===== src/rtl/wc_pkg.sv =====
// Package shared by the tile generator and the Winograd F(3,3) core.
//
// Contents:
//   DW, TILE, STRIDE : default sample width, samples per tile, new samples
//                      per tile after the first.
//   wc_state_t       : tile generator states FILL, PAD, HOLD.
package wc_pkg;

  localparam int DW     = 10;
  localparam int TILE   = 5;
  localparam int STRIDE = 3;

  typedef enum logic [1:0] {
    FILL = 2'd0,
    PAD  = 2'd1,
    HOLD = 2'd2
  } wc_state_t;

endpackage


===== src/rtl/wc_shift_win.sv =====
// Five-entry sample window for the F(3,3) tile generator.
//
// Ports:
//   clk, rst : clock, asynchronous active-high reset (clears the window).
//   shift    : push one sample in at the newest position (win[DW-1:0]).
//   zero_in  : with shift, push a zero instead of din.
//   keep2    : retain only the newest KEEP samples, zeroing the older ones;
//              applied before a same-cycle shift.
//   clr      : clear the whole window; overrides shift and keep2.
//   din      : sample to push.
//   win      : window contents, oldest sample in the top DW bits.
module wc_shift_win #(
  parameter int DW   = 10,
  parameter int TILE = 5,
  parameter int KEEP = 2
) (
  input  logic                 clk,
  input  logic                 rst,
  input  logic                 shift,
  input  logic                 zero_in,
  input  logic                 keep2,
  input  logic                 clr,
  input  logic [DW-1:0]        din,
  output logic [TILE*DW-1:0]   win
);

  logic [TILE*DW-1:0] win_q;
  logic [TILE*DW-1:0] win_d;
  logic [TILE*DW-1:0] base;
  logic [DW-1:0]      s_in;

  always_comb begin
    s_in  = zero_in ? '0 : din;
    base  = win_q;
    if (keep2) begin
      base = {{((TILE-KEEP)*DW){1'b0}}, win_q[KEEP*DW-1:0]};
    end
    win_d = base;
    if (shift) begin
      win_d = {base[(TILE-1)*DW-1:0], s_in};
    end
    if (clr) begin
      win_d = '0;
    end
  end

  always_ff @(posedge clk or posedge rst) begin
    if (rst) begin
      win_q <= '0;
    end else begin
      win_q <= win_d;
    end
  end

  assign win = win_q;

endmodule


===== src/rtl/wc_tile_gen.sv =====
// Tile generator for a Winograd F(3,3) core: slides a 5-sample window over
// each input row with an overlap of 2 and hands out one tile per 3 new
// samples.
//
// Ports:
//   clk, rst   : clock (rising edge), asynchronous active-high reset.
//   din        : input sample (two's complement, passed through unmodified).
//   din_valid  : din holds a sample.
//   din_last   : din is the last sample of a row.
//   din_ready  : block accepts din this cycle.
//   D          : tile, oldest sample in the top DW bits, newest in D[DW-1:0].
//   tile_valid : D holds a complete tile.
//   tile_last  : the tile closes a row.
//   tile_ready : downstream core takes D.
//
// Configuration macro:
//   WC_TILE_PAD_EN : a row ending with a partial window is zero-padded to a
//                    full final tile. Undefined: the partial tile is dropped.
module wc_tile_gen #(
  parameter int DW     = wc_pkg::DW,
  parameter int TILE   = wc_pkg::TILE,
  parameter int STRIDE = wc_pkg::STRIDE
) (
  input  logic                 clk,
  input  logic                 rst,
  input  logic [DW-1:0]        din,
  input  logic                 din_valid,
  input  logic                 din_last,
  output logic                 din_ready,
  output logic [TILE*DW-1:0]   D,
  output logic                 tile_valid,
  output logic                 tile_last,
  input  logic                 tile_ready
);

  import wc_pkg::*;

  localparam int         OVL      = TILE - STRIDE;
  localparam logic [2:0] CNT_FULL = 3'(TILE);
  localparam logic [2:0] CNT_OVL  = 3'(OVL);
  localparam logic [2:0] CNT_OVL1 = 3'(OVL + 1);

  wc_state_t  state_q, state_d;
  logic [2:0] cnt_q, cnt_d;
  logic       tv_q, tv_d;
  logic       tl_q, tl_d;

  logic       accept;
  logic       take;
  logic [2:0] cnt_new;
  logic       shift, zero_in, keep2, clr;

  // Mid-row handshakes let a new sample in on the same edge so the
  // pipeline sustains one tile per STRIDE cycles; a closing tile does not,
  // because the window must be emptied first.
  assign din_ready = (state_q == FILL) ||
                     ((state_q == HOLD) && tile_ready && !tl_q);
  assign accept    = din_valid && din_ready;

  always_comb begin
    state_d = state_q;
    cnt_d   = cnt_q;
    tv_d    = tv_q;
    tl_d    = tl_q;
    take    = 1'b0;
    cnt_new = cnt_q;
    shift   = 1'b0;
    zero_in = 1'b0;
    keep2   = 1'b0;
    clr     = 1'b0;

    case (state_q)
      FILL: begin
        take    = accept;
        cnt_new = cnt_q + 3'd1;
      end
      PAD: begin
        shift   = 1'b1;
        zero_in = 1'b1;
        cnt_d   = cnt_q + 3'd1;
        if (cnt_q + 3'd1 == CNT_FULL) begin
          state_d = HOLD;
          tv_d    = 1'b1;
          tl_d    = 1'b1;
        end
      end
      HOLD: begin
        if (tile_ready) begin
          tv_d    = 1'b0;
          tl_d    = 1'b0;
          state_d = FILL;
          if (tl_q) begin
            clr   = 1'b1;
            cnt_d = '0;
          end else begin
            keep2   = 1'b1;
            cnt_d   = CNT_OVL;
            take    = accept;
            cnt_new = CNT_OVL1;
          end
        end
      end
      default: begin
        state_d = FILL;
      end
    endcase

    // Shared handling of an accepted sample from FILL or a HOLD handshake.
    if (take) begin
      shift = 1'b1;
      cnt_d = cnt_new;
      if (cnt_new == CNT_FULL) begin
        state_d = HOLD;
        tv_d    = 1'b1;
        tl_d    = din_last;
      end else if (din_last) begin
`ifdef WC_TILE_PAD_EN
        state_d = PAD;
`else
        clr     = 1'b1;
        cnt_d   = '0;
        state_d = FILL;
`endif
      end
    end
  end

  always_ff @(posedge clk or posedge rst) begin
    if (rst) begin
      state_q <= FILL;
      cnt_q   <= '0;
      tv_q    <= 1'b0;
      tl_q    <= 1'b0;
    end else begin
      state_q <= state_d;
      cnt_q   <= cnt_d;
      tv_q    <= tv_d;
      tl_q    <= tl_d;
    end
  end

  wc_shift_win #(
    .DW   (DW),
    .TILE (TILE),
    .KEEP (OVL)
  ) u_win (
    .clk     (clk),
    .rst     (rst),
    .shift   (shift),
    .zero_in (zero_in),
    .keep2   (keep2),
    .clr     (clr),
    .din     (din),
    .win     (D)
  );

  assign tile_valid = tv_q;
  assign tile_last  = tl_q;

endmodule


===== config.mk =====
export PLATFORM = sky130hd
export DESIGN_NAME = wc_tile_gen
export DESIGN_NICKNAME = d
export VERILOG_FILES = /design/src/rtl/wc_pkg.sv /design/src/rtl/wc_shift_win.sv /design/src/rtl/wc_tile_gen.sv
export SDC_FILE = /design/constraint.sdc
export NUM_CORES = 1
export LEC_CHECK = 0
export ABC_AREA = 0
export ABC_CLOCK_PERIOD_IN_PS = 2700
export BUFFER_PORTS_ARGS = -buffer_cell sky130_fd_sc_hd__buf_4
export CAP_MARGIN = 20
export CELL_PAD_IN_SITES_DETAIL_PLACEMENT = 1
export CELL_PAD_IN_SITES_GLOBAL_PLACEMENT = 2
export CORE_ASPECT_RATIO = 1.5
export CORE_MARGIN = 8
export CORE_UTILIZATION = 33
export CTS_CLUSTER_SIZE = 24
export DETAILED_ROUTE_END_ITERATION = 8
export PLACE_DENSITY = 0.78
export SYNTH_ARGS = -nofsm -noshare
export SYNTH_HDL_FRONTEND = slang
export SYNTH_SLANG_ARGS = --single-unit

===== constraint.sdc =====
create_clock -name clk -period 2.7 [get_ports clk]
set_clock_uncertainty 0.1 [all_clocks]
set_input_delay 0.405 -clock clk [delete_from_list [all_inputs] [get_ports clk]]
set_output_delay 0.405 -clock clk [all_outputs]
set_load 0.1 [all_outputs]

======== Yosys cells after proc, flatten, opt, wreduce, memory -nomap -nowiden ========
Index checks and enable logic that the tools add are counted.
cells by class
  eq/ne operators ......................... 5
  reduce and logical (&&, ||, !) cells .... 9
  $add $sub $neg .......................... 1
  multiplexer cells ....................... 43
operators by type and width
  cell                                                 number
  two-way mux 50 bit                                   3
  two-way mux 1 bit                                    21
  two-way mux 3 bit                                    6
  two-way mux 2 bit                                    6
  case mux 3 bit (2 select lines)                      2
  two-way mux 10 bit                                   1
  equality test 3 bit, second input constant           2
  case mux 1 bit (2 select lines)                      3
  case mux 2 bit (3 select lines)                      1
  nonzero test 3 bit                                   2
  adder 3 x 1 -> 3 bit, second input constant          1
  logical AND 1 bit                                    3
  != test 3 bit, second input constant                 1
  equality test 2 x 1 -> 1 bit, second input constant  1
  equality test 2 bit, second input constant           1
  logical NOT 2 bit                                    1
  AND reduction 2 bit                                  1
  logical NOT 1 bit                                    1
  logical OR 1 bit                                     1
storage, ports and cells
  bits of input ports ..................... 15
  logic and storage cells ................. 64
  output and inout bits ................... 53
  flip-flop bits (word level) ............. 57

======== Longest topological paths before layout ========
  depth after elaboration ................. 11
  mapped depth ............................ 9
  gate-level depth less buffers ........... 6

======== Cells and area by module ========
Synthesis repeated with hierarchy kept, for this count alone.
unflattened totals
  cell total of the unflattened synthesis .. 238
  area, all modules ....................... 2725.1 um2
modules (own cells, without submodules)
  module        cells each  sequential area each (um2)  area an instance (um2)  instances
  wc_shift_win  170         1251.2                      2063.2                  1
  wc_tile_gen   68          175.2                       661.9                   1

======== Least setup slack after synthesis ========
OpenSTA, ideal clock, no wires.
  kind .................................... reg-to-output
  from .................................... reg tl_q (netlist: tile_last)
  to ...................................... out din_ready
  path slack .............................. 0.034 ns
  data arrival time ....................... 2.161 ns
  data required time ...................... 2.195 ns
  buffers on the path ..................... 1
  cell stages (with the launch flop) ...... 4
  cell sequence ........................... dfrtp_1 -> nand3b_4 -> clkbuf_1 -> nand2b_1
on the way
  cells in the longest elaborated chain, start to end .. 3
ends and longest elaborated chain
  element                   line                source
  start: declaration        wc_tile_gen.sv:46   logic tl_q, tl_d;
  start signal: assignment  wc_tile_gen.sv:138  tl_q <= tl_d;
  logical NOT 1 bit         wc_tile_gen.sv:57   ((state_q == HOLD) && tile_ready && !tl_q);
  logical AND 1 bit         wc_tile_gen.sv:57
  logical OR 1 bit          wc_tile_gen.sv:56   assign din_ready = (state_q == FILL) ||
  end: declaration          wc_tile_gen.sv:29   output logic din_ready,
Every way passes these cells.

======== Final worst setup path ========
  from .................................... reg state_q[0]
  to ...................................... out din_ready
on the way
  cells in the longest elaborated chain, start to end .. 4
  elaborated cells on any way between the ends .. 5
  classes of those cells .................. eq/ne (1); reduce/logical (4)
ends and longest elaborated chain
  element                         line                source
  start: declaration              wc_tile_gen.sv:43   wc_state_t state_q, state_d;
  start signal: assignment        wc_tile_gen.sv:135  state_q <= state_d;
  equality test 2 bit             wc_tile_gen.sv:57
  logical AND 1 bit (2 in a row)  wc_tile_gen.sv:57
  logical OR 1 bit (*)            wc_tile_gen.sv:56
Mark *: on every way between the ends. The rest lies on a longest branch, timed or not.

==> flow_results.org <==
** Worst setup path
- In this run the worst path has a maximum fanout of 15.
- The worst setup path is captured at an output pin.
- For the worst setup path, the data arrival time is 1.92 ns.
- The worst setup path is launched from a flip-flop.
- Req. time, crit path :: 2.19 ns
- Critical path type :: flip-flop to output pin

** Timing
- Setup WS post-layout :: 0.273 ns
- In the finished design, the share of the clock period the worst path needs comes to 89.9%.
- Number of setup violations in the final report :: 0
- Final hold violation count :: 0
- Headroom to the max-slew limit :: around 62%
- The final count of pins violating max slew was 0.
- The worst path needs 2.43 ns of the cycle, external delays included.
- Adding up every negative setup slack in the final design gives 0 ns.
- Based on the critical path, the design can be clocked at up to about 0.4 GHz.
- For the pin with the worst max-slew slack, the measured transition is 0.569 ns.
- Setup repair after global routing missed its margin :: no

** Logic synthesis
- In this run the biggest area consumer among cell types represents 50.3% of the synthesized area.
- Proportion of synthesized chip area in sequential cells :: ~50%
- Biggest area consumer among synthesized cells :: sky130_fd_sc_hd__dfrtp_1
- Combined area of all synthesized cells :: 2830 um2
- Counting flops with a built-in enable in the synthesized netlist gives 0.
- Counting every net in the synthesized netlist gives 290.
- Top flip-flop cell by instance count after synthesis :: sky130_fd_sc_hd__dfrtp_1
- Warning count from the yosys run :: 0
- Cells after synthesis :: 269
- In the synthesized netlist the async set-or-reset flop fraction comes to 100%.
- Number of distinct library cells after synthesis :: 40
- In this run the mean area of a mapped cell was between 10 and 15 um2.
- Leading cell types by total area after synthesis :: sky130_fd_sc_hd__dfrtp_1, sky130_fd_sc_hd__mux2i_1, sky130_fd_sc_hd__nor3_1, sky130_fd_sc_hd__a211oi_1, sky130_fd_sc_hd__nand3_1
- Number of synthesized register bits :: 57

** Placement
- Worst slack at placement :: between 0.2 and 0.25 ns
- The wire-length estimate of the detail-placed layout is 5.70 mm.
- Placed inst area :: 3470 um2
- Routability-driven placement finished with a final weighted congestion of 0.798.
- The count of buffers added on input and output ports is 67.

** Floorplanning
- In this run the vertical extent of the chip is 129 um.
- During I/O placement, the number of pins put on the boundary was 68.
- Floorplan row count :: 41
- The core region is 8360 um2.
- The die covers 11900 um2.
- Overall die width :: 91.7 um
- Initial standard-cell utilization of the core :: 33.9%

** GRT
- After global routing the overflow that remains totals 0.
- The via count of the first global-routing pass came to approximately 2500.
- Largest net degree at the start of global routing :: 51
- Global-route wire length before repair :: 13.5 mm
- Total routing resource utilization after global routing :: 14.2%
- Initial antenna violation count :: 0

** Flow run
- Max-cap violations :: 0

** Detailed routing
- The routed layout has 2366 vias.
- In the routed design, unresolved DRC markers number 0.
- Remaining antenna violation count after routing :: 0
- Final WL :: between 8 and 9 mm
- Ratio of routed vias to standard cells :: 5.33
- Pre-antenna DRT Iters :: 4
- Starting DRC count in detailed routing :: 80
- Wire length per cell after detailed routing :: 18.1 um

** CTS
- The tree is rooted in a sky130_fd_sc_hd__clkbuf_16.
- Clock tree from TritonCTS :: yes
- Clock Sinks :: 57
- Counting the buffers created by CTS gives 9.
- The clock passes through at most 2 buffers.
- Setup bufs post-CTS :: 0
- Clock-pin slew was measured on the worst setup and hold paths at ~0.05 ns.
- H-tree depth :: 3
- Insertion delay to the later sink of the worst-skew pair :: 0.32 ns

** Layout
- The finished cells cover about 3700 um2.
- In the final design database the tool counted 355 nets.
- Share of cells above drive strength 1 :: 29.4%
- Layout-stage area growth over the synthesis result :: 32.2%
- Antenna fix cells :: 0
- Fill cell count :: 911

** Hold path
- In this run the worst hold path is classified as primary input to async pin.

** Status
- The run finished with clean final reports.
==> synth_stat cells, types with 2 or more instances <==
master and n:
sky130_fd_sc_hd__nor2b_1 2, sky130_fd_sc_hd__dfrtp_1 57, sky130_fd_sc_hd__a221o_1 3, sky130_fd_sc_hd__a221oi_2 2, sky130_fd_sc_hd__nand2b_1 2, sky130_fd_sc_hd__clkbuf_1 9, sky130_fd_sc_hd__ha_1 6, sky130_fd_sc_hd__mux2i_1 30
sky130_fd_sc_hd__a211oi_1 21, sky130_fd_sc_hd__a31oi_1 2, sky130_fd_sc_hd__and3_1 2, sky130_fd_sc_hd__buf_6 3, sky130_fd_sc_hd__nand3_1 21, sky130_fd_sc_hd__inv_1 8, sky130_fd_sc_hd__nor3_1 33, sky130_fd_sc_hd__o21ai_0 3
sky130_fd_sc_hd__nand2_1 26, sky130_fd_sc_hd__nor2_1 4, sky130_fd_sc_hd__o211ai_1 4, sky130_fd_sc_hd__buf_2 8, sky130_fd_sc_hd__buf_4 4
==> logic make-up (layout without fill, tap and decap cells) <==
family	Yosys count	in the layout	share of synthesized area, %
DFF	57	57	50.3
and+or+nand+nor	98	98	17.5
AOI/OAI and AO/OA	45	45	12.7
xor gates and xnor gates	1	1	0.309
muxes	30	30	10.6
buffers and inverters	32	100	5.92
adders and majority gates	6	6	2.65
==> layer usage <==
metal	share of wire, %	up-vias	track usage (%)
li1	-	1118	-
met1	43	1193	17.2
met2	51	44	23.0
met3	4.5	11	4.17
met4	1.4	0	5.91
met5	0	-	0
==> per-stage QoR <==
stage,util (%),hold slack (ns),cells
after floorplan,-,0.443,269
after global placement,41.5,0.390,430
after detailed placement,41.5,0.395,430
after CTS,44.8,0.0556,444
after global routing,44.8,0.0831,444
final,44.8,0.0414,444
==> sequential cells by signal, indices dropped and copies added, names as in the netlist <==
| signal | count |
|---|---|
| cnt_q | 3 |
| u_win.win | 50 |
| state_q | 2 |
| tile_last | 1 |
| tile_valid | 1 |
==> worst paths after layout <==
path,startpoint,endpoint,slack (ns),cells after the start
hold reg to reg,tile_valid,tile_valid,0.41,2
hold / removal,rst,u_win.win[20],0.04,2
min in group clk,din[8],u_win.win[8],0.26,3
max in group asynchronous,rst,u_win.win[46],1.88,3
setup / recovery,state_q[0],din_ready,0.27,5
setup reg to reg,state_q[0],u_win.win[48],0.37,7
==> critical path, stage by stage (launching register included) <==
cell and delay, ns:
sky130_fd_sc_hd__dfrtp_1 0.46, sky130_fd_sc_hd__inv_1 0.14, sky130_fd_sc_hd__ha_2 0.31, sky130_fd_sc_hd__nand3b_4 0.22, sky130_fd_sc_hd__nand2b_1 0.15, sky130_fd_sc_hd__buf_4 0.30
==> cell usage in the layout (no fill, tap or decap), drive strengths merged <==
cell	instances
a211oi	21
a21o	1
a21oi	1
a221o	3
a221oi	2
a31oi	3
a32o	1
a32oi	1
and2	1
and3	2
and3b	1
buf	78
clkbuf	11
clkinv	2
clkinvlp	1
dfrtp	57
ha	6
inv	8
mux2i	30
nand2	26
nand2b	2
nand3	21
nand3b	2
nand4	1
nor2	4
nor2b	2
nor3	33
nor4b	1
o2111ai	1
o211ai	4
o21ai	3
o22a	1
o22ai	1
o311ai	1
o31a	1
or3	2
xor2	1
==> what timing repair did <==
action | CTS | global route
hold buffers | 0 | 0
endpoints found under the setup margin | 0 | 1
resized for setup | 0 | 1
==> final cells by class <==
cell class | instances | area [um2] | area share, %
Sequential cell | 57 | 1430 | 38.1
Multi-Input combinational cell | 180 | 1260 | 33.7
Timing Repair Buffer | 78 | 623 | 16.6
Clock buffer | 11 | 253 | 6.75
Tap cell | 107 | 134 | 3.57
Inverter | 8 | 30.0 | 0.802
Clock inverter | 3 | 17.5 | 0.468
Power is left out: the tool's default activity adds up to more than one toggle a clock period on the data nets, which glitch-free logic cannot reach.
